$ cat config.mk
export PLATFORM = sky130hd
export DESIGN_NAME = tdm_demux_1x4
export DESIGN_NICKNAME = d
export VERILOG_FILES = /design/src/rtl/tdm_demux_1x4.sv
export SDC_FILE = /design/constraint.sdc
export NUM_CORES = 1
export LEC_CHECK = 0
export BUFFER_PORTS_ARGS = -buffer_cell sky130_fd_sc_hd__buf_2
export CAP_MARGIN = 20
export CORE_MARGIN = 5
export CORE_UTILIZATION = 40
export DETAILED_ROUTE_END_ITERATION = 10
export MAX_ROUTING_LAYER = met4
export SYNTH_ARGS = -nofsm -noshare
export SYNTH_HDL_FRONTEND = slang
export SYNTH_SLANG_ARGS = --single-unit
$ cat constraint.sdc
create_clock -name clk -period 1.84 [get_ports clk]
set_input_delay 0.184 -clock clk [delete_from_list [all_inputs] [get_ports clk]]
set_output_delay 0.184 -clock clk [all_outputs]
set_load 0.005 [all_outputs]
$ cat src/rtl/tdm_demux_1x4.sv
// tdm_demux_1x4: receive side of a 4-slot TDM link. Hunts for frame_sync,
// then assembles four MSB-first WIDTH-bit slots into channel words y0..y3,
// each announced by a one-cycle vld strobe. A frame_sync seen mid-frame
// restarts reception at slot 0 and raises sync_err.
module tdm_demux_1x4 #(
    parameter int WIDTH = 8
) (
    input  logic             clk,
    input  logic             rst_n,
    input  logic             din,
    input  logic             din_valid,
    input  logic             frame_sync,
    output logic [WIDTH-1:0] y0,
    output logic [WIDTH-1:0] y1,
    output logic [WIDTH-1:0] y2,
    output logic [WIDTH-1:0] y3,
    output logic [3:0]       vld,
    output logic             frame_done,
    output logic             sync_err,
    output logic             busy
);

    localparam int CNT_W = $clog2(WIDTH);

    localparam logic [0:0] ST_HUNT = 1'b0;
    localparam logic [0:0] ST_RECV = 1'b1;

    localparam logic [CNT_W-1:0] LAST_BIT = CNT_W'(WIDTH - 1);

    logic [0:0]             state_q, state_d;
    logic [CNT_W-1:0]       bit_cnt_q, bit_cnt_d;
    logic [1:0]             slot_cnt_q, slot_cnt_d;
    logic [WIDTH-1:0]       shift_q, shift_d;
    logic [3:0][WIDTH-1:0]  y_q, y_d;
    logic [3:0]             vld_q, vld_d;
    logic                   frame_done_q, frame_done_d;
    logic                   sync_err_q, sync_err_d;

    // Word as it stands once the current bit is shifted in (LSB position).
    logic [WIDTH-1:0]       word_in;
    assign word_in = {shift_q[WIDTH-2:0], din};

    // Next-state logic: hunt for sync, shift bits, complete slots, resync.
    always_comb begin
        // NOTE: every target gets a default first so no path leaves it unassigned (no latches).
        state_d      = state_q;
        bit_cnt_d    = bit_cnt_q;
        slot_cnt_d   = slot_cnt_q;
        shift_d      = shift_q;
        y_d          = y_q;
        vld_d        = 4'b0000;
        frame_done_d = 1'b0;
        sync_err_d   = 1'b0;

        if (din_valid) begin
            if (frame_sync) begin
                // Sync always (re)starts slot 0; in RECV the partial slot is dropped.
                if (state_q == ST_RECV) begin
                    sync_err_d = 1'b1;
                end
                state_d    = ST_RECV;
                shift_d    = {{(WIDTH-1){1'b0}}, din};
                bit_cnt_d  = CNT_W'(1);
                slot_cnt_d = 2'd0;
            end else if (state_q == ST_RECV) begin
                shift_d = word_in;
                if (bit_cnt_q == LAST_BIT) begin
                    y_d[slot_cnt_q]   = word_in;
                    vld_d[slot_cnt_q] = 1'b1;
                    bit_cnt_d         = '0;
                    slot_cnt_d        = slot_cnt_q + 2'd1;
                    if (slot_cnt_q == 2'd3) begin
                        frame_done_d = 1'b1;
                        state_d      = ST_HUNT;
                    end
                end else begin
                    bit_cnt_d = bit_cnt_q + CNT_W'(1);
                end
            end
        end
    end

    // State and output registers; channel words are cleared by reset too.
    always_ff @(posedge clk or negedge rst_n) begin
        if (!rst_n) begin
            state_q      <= ST_HUNT;
            bit_cnt_q    <= '0;
            slot_cnt_q   <= 2'd0;
            shift_q      <= '0;
            y_q          <= '0;
            vld_q        <= 4'b0000;
            frame_done_q <= 1'b0;
            sync_err_q   <= 1'b0;
        end else begin
            // NOTE: non-blocking so every register samples pre-edge values.
            state_q      <= state_d;
            bit_cnt_q    <= bit_cnt_d;
            slot_cnt_q   <= slot_cnt_d;
            shift_q      <= shift_d;
            y_q          <= y_d;
            vld_q        <= vld_d;
            frame_done_q <= frame_done_d;
            sync_err_q   <= sync_err_d;
        end
    end

    assign y0         = y_q[0];
    assign y1         = y_q[1];
    assign y2         = y_q[2];
    assign y3         = y_q[3];
    assign vld        = vld_q;
    assign frame_done = frame_done_q;
    assign sync_err   = sync_err_q;
    assign busy       = (state_q == ST_RECV);

endmodule

# Word level (Yosys, flattened, before mapping)
# Index checks and enable logic that the tools add are counted.
[op_classes] bitwise_logic=1 n_addsub=2 order_cmp=2 muxes=29 eq_ne=2 reduce_logical=6
[ops] op="$bwmux W32" n=1
[ops] op="$demux W8 S2" n=1
[ops] op="$mux W4" n=4
[ops] op="$mux W7" n=2
[ops] op="$mux W1" n=13
[ops] op="$mux W3" n=3
[ops] op="$mux W8" n=1
[ops] op="$mux W2" n=3
[ops] op="$reduce_and A4 Y1" n=1
[ops] op="$reduce_bool A2 Y1" n=2
[ops] op="$add A3 B1 Y3 const B" n=1
[ops] op="$eq A3 B3 Y1 const B" n=1
[ops] op="$lt A2 B3 Y1 const B" n=1
[ops] op="$reduce_and A3 Y1" n=1
[ops] op="$add A2 B1 Y2 const B" n=1
[ops] op="$demux W1 S2" n=1
[ops] op="$eq A2 B2 Y1 const B" n=1
[ops] op="$ge A2 B1 Y1 const B" n=1
[ops] op="$reduce_and A2 Y1" n=1
[ops] op="$logic_and A1 B1 Y1" n=1
[ops] op="$not A1 Y1" n=1
[totals] regBits=51 in_bits=5 word_cells=53 out_inout_bits=39

# Logic depth before layout (Yosys ltp)
# Gate-level depths: netlist of the first run.
[logic_depth] depth_word=8 ltp_mapped=6 depth_no_buf=5

# Worst setup path after synthesis of the first run
# Ideal clock, no wire load.
[synth_timing] path_type="reg2reg" start="register bit_cnt_q[0]" end="register y_q (netlist bit y0[0])" slack_ns=0.193 setup_ns=0.125 path_stages_with_launch=7 period_less_slack_ns=1.647 path_buffers=1 t_arrival_ns=1.522 required_time_ns=1.715 cell_sequence="dfrtp_1 ha_1 ha_1 and4b_1 buf_6 nand2_8 mux2_4"
[synth_between] elab_chain_len=2
[synth_lines] item="start, declared" line="31" text="logic [CNT_W-1:0] bit_cnt_q, bit_cnt_d;"
[synth_lines] item="start signal, assigned" line="97" text="bit_cnt_q <= bit_cnt_d;"
[synth_lines] item="$eq A3 B3 Y1" line="67" text="if (bit_cnt_q == LAST_BIT) begin"
[synth_lines] item="$reduce_and A4 Y1 (no source line)"
[synth_lines] item="end signal, assigned" line="100" text="y_q <= y_d;"
[synth_lines] item="end, declared" line="34" text="logic [3:0][WIDTH-1:0] y_q, y_d;"
# No other way between the ends.
# A chain may end at the register's enable or synchronous reset.

# Worst setup path in the final report of the first run
[layout_timing] start="register bit_cnt_q[0]" end="register y_q (netlist bit y3[0])"
# The elaborated chain is that of the path after synthesis.

==> metrics, run 1 <==
CTS max path bufs 2; CP peak stage delay 400 ps; count of input and output buffers 43; count of final setup violators 0; top_reg_cell synth dfrtp_1; total number of vias 1360; Initial Util 40.8%; H-tree Lvls 2; P_sw 0.000565 W; FMAX 569 MHz; synth warn 0; Worst-path clk slew 90 ps; final std cell area, no fill 2650 um2; Req. time, crit path 2030 ps; Combinational Power Share 12.6%; worst-margin pin slew 525 ps; Async SR Flop Fraction 100%; cell count after synthesis 148; Skew-Pair Late Insertion Delay 300 ps; PwrDens 801 nW/um2; Worst VDD drop 324 uV; Top Ports 44; outcome completed; Post-Syn Area 2230 um2; Sink Count 50; Max Cap Viol 0; diodes inserted 0; pin count of the biggest net entering global routing 25; number of fill cells 484; Yosys cell types 23; Seq pwr share 57.2%; Hold Path Class in -> reg; Slowest-stage cell, CP dfrtp_1; CP max FO 9; wire per inst 17.0 um; Avg Cell Area, Syn 15.1 um2; DP Area 2550 um2; fin nets 209; first-pass GRT wire length 7720 um; layout cells sized above 1 47.0%; pre-CTS setup slack 85.8 ps; EDFF count, synth 0; Routability Congestion 0.728; number of remaining DRC errors 0; hold depth 2; CP delay by family, top adder cells; CORE AREA 5470 um2; vias per cell 5.04; Total Wirelength 4600 um; Max Slew Vio Count 0; Critical Path AT 1940 ps; FF-to-FF Start bit_cnt_q[0]$_DFFE_PN0P_; Setup crit end kind flip-flop; root buffer cell clkbuf_8; sw frac 26.6%; die area 7180 um2; WS Path Type reg -> reg; minimum clock period 1760 ps; R2R Setup Slk 80 ps; Layout Cells excl Fill 270; Die W 84.7 um; CP Cell Sequence ha_1 -> ha_1 -> and4b_1 -> buf_12 -> nand2_8 -> mux2_4; RSZ-0062 raised after global routing no; 1st-iter DRT viols 52; GRT Util Overall 14.0%; power share of the clock group 30.1%; top-area cell type share of the netlist area 56.0%; Syn Nets 160; Fin Setup TNS 0 ps; total gr overflow 0; RR Endpoint y3[0]$_DFFE_PN0P_; CTS tree yes; worst setup margin 81.0 ps; worst hold slack 192 ps; Final Hold Vio Count 0; initial antenna violation count 0; Critical Path Start Type flip-flop; LEAKAGE 1.48 nW; chip height 84.7 um; vias in the first global route 1460; placed insts 261; Crit path depth 6; HP Start din; Hold Crit Endpoint y1[0]$_DFFE_PN0P_; num rows 27; Antenna Nets Post-Route 0; area grow syn2layout 18.5%; first-pass detailed-route iteration total 4; Area contributors post-synth dfrtp_1 56%, mux2_4 22%, ha_1 3.9%; Final Cycle Share 95.6%; hpwl dp 3370 um; reg2reg path depth 6; buffers and inverters on the worst path 1; Slew HR 65.0%; clock skew 7.96 ps; Internal 0.00156 W; post-synthesis register bit count 50; CTS buffer count 5; quantity of gates resized following cts 0; sequential share of the synthesized area 56.0%; area leader, netlist dfrtp_1; cell mode on critical path ha_1
[what timing repair did]
| item | in CTS | in global routing |
|---|---|---|
| endpoints found under the hold margin | 22 | 0 |
| buffers inserted | 0 | 0 |
| hold buffers | 1 | 0 |
[synth_stat cells, types with 2 or more instances]
cell        n
clkbuf_1    4
o22ai_1     9
dfrtp_1    50
buf_4       2
a2bb2oi_1   8
o21ai_0     3
and4b_1     2
inv_1      15
mux2_4     32
nand2_8     4
ha_1        7
[cells in the final DEF (no fill, tap or decap), types with 4 or more instances in the layout]
cell type  instances
clkbuf_8           5
buf_4              4
inv_1             15
dfrtp_1           50
a2bb2oi_1          8
buf_2             43
mux2_4            32
o22ai_1            9
ha_1               7
nand2_8            4
[power groups by stage]
stage	logic (W)	registers [W]	clock network [W]
5_1_grt	0.000300	0.00122	0.000705
3_3_place_gp	0.000257	0.00123	0
6_report	0.000268	0.00121	0.000639
4_1_cts	0.000274	0.00122	0.000658
2_1_floorplan	0.000175	0.00122	0
3_5_place_dp	0.000272	0.00124	0
[worst register-to-register path, delay by kind of cell (launching register included)]
| kind | cells | cell delay (ps) |
|---|---|---|
| mux | 1 | 310 |
| flops | 1 | 400 |
| simple gates | 2 | 360 |
| fa+ha+maj | 2 | 420 |
| buf+inv | 1 | 160 |
[stage by stage]
| stage | utilization [%] | total power, W |
|---|---|---|
| 6_report | 48.4 | 0.00212 |
| 5_1_grt | 48.4 | 0.00223 |
| 4_1_cts | 48.4 | 0.00215 |
| 3_5_place_dp | 46.6 | 0.00151 |
| 3_3_place_gp | 46.6 | 0.00149 |
| 2_1_floorplan | - | 0.00140 |
[registers in the layout, indices dropped and copies added (netlist names)]
register and cells:
busy 1, slot_cnt_q 2, bit_cnt_q 3, frame_done 1, y1 8, shift_q 7, y2 8, sync_err 1
y0 8, y3 8, vld 3
[kinds of logic (layout without fill, tap and decap cells)]
logic type	count (synthesis)	after routing	share of synthesized area (%)
AOI/OAI and AO/OA	23	23	7.33
and+or+nand+nor	13	13	6.38
adders and majority gates	7	7	3.92
muxes	33	33	22.0
buffers and inverters	22	72	4.37
DFF	50	50	56.0
[metal layers]
layer	track usage [%]	share of wire [%]	vias up
met2	22.9	51	34
met3	4.02	5.5	6
met5	-	0	-
met4	5.04	1.7	0
li1	-	-	620
met1	16.3	42	700
[how the worst max path moves through the flow]
| stage | startpoint | end |
|---|---|---|
| after global placement | bit_cnt_q[0]$_DFFE_PN0P_ | y3[5]$_DFFE_PN0P_ |
| after global routing | bit_cnt_q[0]$_DFFE_PN0P_ | y3[0]$_DFFE_PN0P_ |
| after detailed placement | bit_cnt_q[0]$_DFFE_PN0P_ | y3[4]$_DFFE_PN0P_ |
| after floorplan | bit_cnt_q[0]$_DFFE_PN0P_ | y0[0]$_DFFE_PN0P_ |
| final | bit_cnt_q[0]$_DFFE_PN0P_ | y3[0]$_DFFE_PN0P_ |
| after CTS | bit_cnt_q[0]$_DFFE_PN0P_ | y0[6]$_DFFE_PN0P_ |
[cell type report]
class                           count  area [um2]  share of cell area (%)
Sequential cell                    50        1250                    47.2
Timing Repair Buffer               49         275                    10.4
Clock buffer                        5        68.8                    2.60
Inverter                           15        56.3                    2.13
Clock inverter                      3        21.3                   0.803
Multi-Input combinational cell     76         886                    33.4
Tap cell                           72        90.1                    3.40
Note: power is estimated with default switching activity, not from simulation.
==> run 2: changes to the inputs <==
Settings changed: REMOVE_ABC_BUFFERS from default to 1.
==> metrics, run 2 (synthesized netlist as in run 1, its figures left out) <==
number of remaining DRC errors 0 (unchanged); H-tree Lvls 2 (unchanged); Critical Path AT 1970 ps (was 1940 ps); wire per inst 16.7 um (was 17.0 um); CP max FO 9 (unchanged); GRT Util Overall 13.7% (was 14.0%); Final Hold Vio Count 0 (unchanged); Max Cap Viol 0 (unchanged); clock skew 7.86 ps (was 7.96 ps); quantity of gates resized following cts 0 (unchanged); chip height 84.7 um (unchanged); RSZ-0062 raised after global routing no (unchanged); Max Slew Vio Count 0 (unchanged); initial antenna violation count 0 (unchanged); PwrDens 796 nW/um2 (was 801 nW/um2); CTS max path bufs 2 (unchanged); WS Path Type reg -> reg (unchanged); FMAX 560 MHz (was 569 MHz); minimum clock period 1780 ps (was 1760 ps); Sink Count 50 (unchanged); Slew HR 54.6% (was 65.0%); placed insts 262 (was 261); vias in the first global route 1446 (was 1460); Initial Util 40.8% (unchanged); CTS tree yes (unchanged); pin count of the biggest net entering global routing 32 (was 25); Total Wirelength 4530 um (was 4600 um); Routability Congestion 0.823 (was 0.728); outcome completed (unchanged); LEAKAGE 1.49 nW (was 1.48 nW); diodes inserted 0 (unchanged); most common cell after layout, fill and taps aside dfrtp_1 (unchanged); area grow syn2layout 18.7% (was 18.5%); Final Cycle Share 97.0% (was 95.6%); Antenna Nets Post-Route 0 (unchanged); Req. time, crit path 2020 ps (was 2030 ps); Die W 84.7 um (unchanged); most frequent cells in the layout 50 x dfrtp_1, 43 x buf_2, 32 x mux2_4, 15 x inv_1, 9 x o22ai_1 (unchanged); Hold Path Class in -> reg (unchanged); die area 7180 um2 (unchanged); num rows 27 (unchanged); hpwl dp 3230 um (was 3370 um); vias per cell 4.91 (was 5.04); Worst-path clk slew 90 ps (about the same); total gr overflow 0 (unchanged); CTS buffer count 5 (unchanged); Setup crit end kind flip-flop (unchanged); Layout Cells excl Fill 271 (was 270); layout cells sized above 1 46.7% (was 47.0%); fin nets 210 (was 209); first-pass detailed-route iteration total 4 (unchanged); total number of vias 1331 (was 1360); first-pass GRT wire length 7490 um (was 7720 um); 1st-iter DRT viols 25 (was 52); count of final setup violators 0 (unchanged); root buffer cell clkbuf_8 (unchanged); count of input and output buffers 43 (unchanged); CORE AREA 5470 um2 (unchanged); Post-CTS Setup Inserts 0 (unchanged); worst-margin pin slew 681 ps (was 525 ps); worst hold slack 199 ps (was 192 ps); Skew-Pair Late Insertion Delay 300 ps (about the same); Critical Path Start Type flip-flop (unchanged); Top Ports 44 (unchanged); Worst VDD drop 392 uV (was 324 uV)
-- run 2: path summary, 6_finish.rpt --
check                                         start                 to  slack (ps)  cells after the start
setup / recovery           bit_cnt_q[0]$_DFFE_PN0P_  y0[3]$_DFFE_PN0P_          60                      6
hold / removal                                  din  y2[0]$_DFFE_PN0P_         200                      2
setup reg to reg           bit_cnt_q[0]$_DFFE_PN0P_  y0[3]$_DFFE_PN0P_          60                      6
hold reg to reg                   y2[7]$_DFFE_PN0P_  y2[7]$_DFFE_PN0P_         510                      1
max in group asynchronous                     rst_n   busy$_DFFE_PN0P_         770                      3
min in group asynchronous                     rst_n  y1[4]$_DFFE_PN0P_         450                      2
-- run 2: worst max-delay path: stages, from the launching register on --
cell	delay [ps]
dfrtp_1	410
ha_1	230
ha_1	200
and4b_1	220
buf_12	160
nand2_8	130
mux2_4	310
-- run 2: per-stage QoR --
| stage | setup WS [ps] | power [W] | cell area, um2 | util (%) | TNS (ps) |
|---|---|---|---|---|---|
| after floorplan | -55.4 | 0.00139 | 2190 | - | -1770 |
| after global placement | 119 | 0.00149 | 2560 | 46.7 | 0 |
| after detailed placement | 77.5 | 0.00151 | 2560 | 46.7 | 0 |
| after CTS | 46.9 | 0.00214 | 2650 | 48.5 | 0 |
| after global routing | 9.43 | 0.00222 | 2650 | 48.5 | 0 |
| final | 55.5 | 0.00211 | 2650 | 48.5 | 0 |
-- run 2: layout make-up --
class                   count  area (um2)
fillers                   491        2820
flip-flops and latches     50        1250
multi-input cells          76         886
repair buffers             50         283
well taps                  72        90.1
clock buffers               6        72.6
inverters                  15        56.3
clock inverters             2        13.8
-- run 2: power by group --
| group | switching [W] | leakage (nW) | internal (W) |
|---|---|---|---|
| logic | 0.000139 | 0.760 | 0.000133 |
| clock network | 0.000357 | 0.0452 | 0.000269 |
| registers | 0.0000561 | 0.681 | 0.00116 |
-- run 2: routing by layer --
layer	vias up	track usage (%)	wire length, um
met5	-	-	0
met4	0	4.32	64
met3	8	3.83	241
met2	33	21.9	2170
met1	669	17.0	2050
li1	621	-	-
-- run 2: timing repair --
action	4_1_cts	5_1_grt
hold buffers	1	0
endpoints found under the hold margin	29	0
setup endpoints to repair	0	0
